[config.mk]
export PLATFORM = sky130hd
export DESIGN_NAME = router_output_channel
export DESIGN_NICKNAME = d
export VERILOG_FILES = /design/src/rtl/router_output_channel.sv
export SDC_FILE = /design/constraint.sdc
export NUM_CORES = 1
export LEC_CHECK = 0
export BUFFER_PORTS_ARGS = -buffer_cell sky130_fd_sc_hd__buf_2
export CORE_MARGIN = 5
export CORE_UTILIZATION = 45
export CTS_CLUSTER_DIAMETER = 80
export DETAILED_ROUTE_END_ITERATION = 8
export SKIP_CTS_REPAIR_TIMING = 1
export SYNTH_ARGS = -nofsm -noshare
export SYNTH_HDL_FRONTEND = slang
export SYNTH_SLANG_ARGS = --single-unit
[constraint.sdc]
create_clock -name clk -period 8.52 [get_ports clk]
set_input_delay 0.426 -clock clk [delete_from_list [all_inputs] [get_ports clk]]
set_output_delay 0.426 -clock clk [all_outputs]
set_load 0.1 [all_outputs]
[src/rtl/router_output_channel.sv]
// Router output channel: two virtual-channel FIFOs sharing one registered link.
// The VC matching polarity is the only one that may send in a given cycle.
module router_output_channel #(
    parameter int DEPTH = 4,
    parameter int DW    = 64
) (
    input  logic          clk,
    input  logic          reset,
    input  logic          polarity,
    input  logic          wr_en,
    input  logic          wr_vc,
    input  logic [DW-1:0] wr_data,
    output logic [1:0]    wr_ready,
    input  logic          so_ready,
    output logic          so_send,
    output logic [DW-1:0] so_data,
    output logic          overflow
);

    localparam int AW = $clog2(DEPTH);
    localparam logic [AW:0]   FULL_CNT = (AW+1)'(DEPTH);
    localparam logic [AW-1:0] LAST_PTR = AW'(DEPTH - 1);

    logic [DW-1:0] mem_q [2][DEPTH];
    logic [AW-1:0] wr_ptr_q [2];
    logic [AW-1:0] wr_ptr_d [2];
    logic [AW-1:0] rd_ptr_q [2];
    logic [AW-1:0] rd_ptr_d [2];
    logic [AW:0]   count_q  [2];
    logic [AW:0]   count_d  [2];
    logic [1:0]    push;
    logic [1:0]    pop;
    logic          overflow_q, overflow_d;
    logic          so_send_q, so_send_d;
    logic [DW-1:0] so_data_q, so_data_d;

    function automatic logic [AW-1:0] ptr_inc(input logic [AW-1:0] p);
        return (p == LAST_PTR) ? '0 : p + 1'b1;
    endfunction

    // Readiness and pops use only pre-edge counts, so a full VC rejects a write even while popping.
    always_comb begin
        wr_ready = 2'b00;
        push     = 2'b00;
        pop      = 2'b00;
        for (int v = 0; v < 2; v++) begin
            wr_ready[v] = (count_q[v] < FULL_CNT);
            push[v]     = wr_en && (wr_vc == 1'(v)) && (count_q[v] < FULL_CNT);
            pop[v]      = so_ready && (polarity == 1'(v)) && (count_q[v] != '0);
            wr_ptr_d[v] = push[v] ? ptr_inc(wr_ptr_q[v]) : wr_ptr_q[v];
            rd_ptr_d[v] = pop[v]  ? ptr_inc(rd_ptr_q[v]) : rd_ptr_q[v];
            count_d[v]  = count_q[v] + (AW+1)'(push[v]) - (AW+1)'(pop[v]);
        end
    end

    always_comb begin
        overflow_d = overflow_q | (wr_en & ~wr_ready[wr_vc]);
        so_send_d  = |pop;
        so_data_d  = '0;
        if (|pop) begin
            so_data_d = mem_q[polarity][rd_ptr_q[polarity]];
        end
    end

    always_ff @(posedge clk) begin
        if (reset) begin
            for (int v = 0; v < 2; v++) begin
                wr_ptr_q[v] <= '0;
                rd_ptr_q[v] <= '0;
                count_q[v]  <= '0;
            end
            overflow_q <= 1'b0;
            so_send_q  <= 1'b0;
            so_data_q  <= '0;
        end else begin
            for (int v = 0; v < 2; v++) begin
                wr_ptr_q[v] <= wr_ptr_d[v];
                rd_ptr_q[v] <= rd_ptr_d[v];
                count_q[v]  <= count_d[v];
            end
            overflow_q <= overflow_d;
            so_send_q  <= so_send_d;
            so_data_q  <= so_data_d;
        end
    end

    // Storage is never cleared; reset only forgets it through the pointers and counts.
    always_ff @(posedge clk) begin
        for (int v = 0; v < 2; v++) begin
            if (push[v]) begin
                mem_q[v][wr_ptr_q[v]] <= wr_data;
            end
        end
    end

    assign so_send  = so_send_q;
    assign so_data  = so_data_q;
    assign overflow = overflow_q;

endmodule

==> flow_metrics.py <==
metrics = {
    "outcome": {
        "status": "completed",
    },
    "floorplan": {
        "dieWidth_um": 229.4,
        "start_util": 0.4548,
        "fp-row-count": 80,
        "core_mm2": 0.04765,
        "pin_count": 138,
        "die-area_mm2": 0.05265,
        "die_y_um": 229.4,
    },
    "sta": {
        "max_clock_freq_mhz": 349.7,
        "fin_crit_sh": 0.3356,
        "rsz0062_at_grt": "no",
        "fin_setup_tns_ns": 0,
        "setup_viol": 0,
        "finalHoldViolations": 0,
        "slew_viol_final": 0,
        "tightest_slew_ns": 1.066,
        "skew_ns": 0.02275,
        "fin_crit_ns": 2.860,
        "relSlewSlack": 0.2881,
    },
    "global_routing": {
        "grt_overflow": 0,
        "grt_max_degree": 73,
        "antenna_found_initial": 8,
        "grt_pass1_wl_um": 71930,
        "gr-usage-all-layers": 0.1779,
        "grt_pass1_vias": 11420,
    },
    "yosys": {
        "synth_fa_ha_area_frac": 0.009931,
        "syn-cell-area_mm2": 0.02167,
        "synth.distinct_cells": 37,
        "synth-async-reset-ratio": 0,
        "synth_top_cell_by_area": "edfxtp_1",
        "ys.flop_type": "edfxtp_1",
        "synthXorXnorAreaFrac": 0.001617,
        "synthMuxAreaShare": 0.09324,
        "ys_seq_area_frac": 0.7834,
        "postSynthCellCount": 1156,
        "synth_top_area_share": 0.7095,
        "synth_top_family_by_area": "multiplexers",
        "synthTopCellsByArea": "edfxtp_1 71%, dfxtp_1 7.4%, mux2i_1 5.0%, a211oi_1 3.4%, o22ai_1 2.8%",
        "synth_edf_count": 512,
        "syn_avg_cell_area_um2": 18.75,
        "ys_ff_latch": 592,
        "synth-simple-area-share": 0.01149,
        "yosysWarnings": 0,
        "syn-num-nets": 1242,
        "synth_compound_area_frac": 0.07904,
    },
    "placement": {
        "io_buffers": 137,
        "hpwlAfterDp_um": 24110,
        "place_congestion": 0.6916,
        "dpl.cell_count": 1856,
    },
    "worst_setup_path": {
        "crit_buf_inv": 2,
        "crit_top_cell": "buf_4",
        "path_cells": "buf_4, buf_4, nand2_4, o22ai_1, a211oi_1, o21a_1",
        "startpoint": "polarity",
        "cpLargestDelayFamily": "buffers and inverters",
        "timing.critical_path.fanout_max": 72,
        "end_kind": "flop",
        "crit_path_max_incr_delay_ns": 0.81,
        "critPathRequiredTime_ns": 9.01,
        "worstSetupPathType": "in2reg",
        "arrival_ns": 3.35,
        "cp_slowest_cell": "buf_4",
        "r2r_start": "rd_ptr_q[0][1]$_SDFFE_PP0P_",
        "start_kind": "input port",
    },
    "drt": {
        "ant_nets": 0,
        "viasPerCell": 5.540,
        "drcViolationCount": 0,
        "wl_um": 47510,
        "vias": 10890,
        "drt-pass1-iter-count": 5,
        "post_drt_wl_per_cell_um": 24.18,
        "drt_iter0_drc": 693,
    },
    "clocking": {
        "cts-root-buf": "clkbuf_16",
        "path_clk_slew_ns": 0.06,
        "cts.path.max_buffers": 3,
        "cts_sinks": 592,
        "cts_tree": "yes",
        "cts_buffers": 58,
        "h-tree-depth": 2,
        "clock_latency_ns": 0.60,
    },
    "run": {
        "drv_cap": 0,
    },
    "final_layout": {
        "nets": 1387,
        "final_cells": 1965,
        "area_growth_pct": 14.23,
        "drive_gt1_frac": 0.2312,
    },
    "pwr": {
        "p_per_area_mw_per_mm2": 267.7,
        "report.power.total_mw": 6.627,
        "ir_drop_mv": 0.1900,
        "p_leak_nw": 8.353,
    },
    "worst_hold_path": {
        "hp-start": "wr_data[24]",
        "hold_class": "in2reg",
    },
}
## per-stage QoR
| step | util | instance area, um2 | worst slack [ns] | hold slack [ns] |
|---|---|---|---|---|
| final | 0.5195 | 24750 | 5.660 | 0.09345 |
| after global routing | 0.5194 | 24750 | 5.512 | 0.07231 |
| after CTS | 0.5193 | 24740 | 5.644 | 0.05645 |
| after detailed placement | 0.4812 | 22930 | 4.992 | 0.4585 |
| after global placement | 0.4812 | 22930 | 5.066 | 0.4525 |
| after floorplan | - | 21670 | 5.104 | 0.4951 |
## cells by family after synthesis
family / Yosys count
xor gates and xnor gates: 4
and+or+nand+nor: 51
adders and majority gates: 16
DFF: 592
AOI/OAI and AO/OA: 242
buffers and inverters: 86
muxes: 165
## final cells by class
cell class / count / area [um2]
fillers: 3821 / 22890
flip-flops and latches: 592 / 16980
multi-input cells: 478 / 4299
clock buffers: 85 / 1644
repair buffers: 154 / 815.8
well taps: 615 / 769.5
clock inverters: 19 / 168.9
inverters: 17 / 63.81
diodes: 5 / 12.51
## flip-flops by register name, indices dropped and copies added (netlist names)
signal / cells
count_q: 6
mem_q: 512
overflow: 1
rd_ptr_q: 4
so_data: 64
so_send: 1
wr_ptr_q: 4
## metal layers
layer,vias to the layer above,track usage,part of all wire
li1,4961,-,-
met1,5623,0.2374,0.44
met2,225,0.3016,0.50
met3,69,0.03480,0.047
met4,8,0.04717,0.018
met5,-,0,0.0011
## cells in the mapped netlist (2+ instances only)
| library cell | number |
|---|---|
| dfxtp_1 | 80 |
| buf_4 | 12 |
| edfxtp_1 | 512 |
| and2_1 | 9 |
| nand2_1 | 13 |
| xnor2_1 | 4 |
| ha_1 | 14 |
| a21oi_1 | 7 |
| mux2_2 | 28 |
| buf_6 | 6 |
| nor2_1 | 15 |
| mux2i_1 | 109 |
| nor2b_1 | 5 |
| clkbuf_1 | 12 |
| mux4_2 | 26 |
| a211oi_1 | 97 |
| buf_2 | 39 |
| o22ai_1 | 96 |
| inv_1 | 14 |
| o21a_1 | 35 |
| fa_1 | 2 |
| nand3_1 | 4 |
| inv_2 | 3 |
## placed cells by master (no fill, tap or decap), types with 12 or more instances in the layout
| master | netlist | layout |
|---|---|---|
| mux4_2 | 26 | 26 |
| ha_1 | 14 | 14 |
| mux2_2 | 28 | 28 |
| clkbuf_1 | 12 | 19 |
| nor2_1 | 15 | 15 |
| nand2_1 | 13 | 12 |
| edfxtp_1 | 512 | 512 |
| a211oi_1 | 97 | 97 |
| o22ai_1 | 96 | 96 |
| buf_4 | 12 | 18 |
| o21a_1 | 35 | 35 |
| clkbuf_16 | 0 | 59 |
| dfxtp_1 | 80 | 77 |
| buf_2 | 39 | 136 |
| mux2i_1 | 109 | 109 |
| inv_1 | 14 | 14 |
## worst reg2reg max path, delay by kind of cell (launching register included)
kind | cells | cell delay, ns
AOI/OAI and AO/OA | 1 | 0.39
buffers and inverters | 1 | 0.71
DFF | 1 | 0.80
muxes | 2 | 0.81
## power breakdown
part / internal (mW) / switching, mW / total (mW)
combinational: 0.212 / 0.634 / 0.846
sequential: 3.29 / 0.0503 / 3.34
clock: 1.42 / 1.02 / 2.44
## path summary, 6_finish.rpt
path / endpoint / slack [ns] / cells past startpoint
max: so_data[47]$_SDFF_PP0_ / 5.66 / 6
min: mem_q[0][152]$_DFFE_PP_ / 0.09 / 1
max reg2reg: so_data[35]$_SDFF_PP0_ / 5.72 / 4
min reg2reg: overflow$_SDFF_PP0_ / 0.47 / 2
Note: power is estimated with default switching activity, not from simulation.
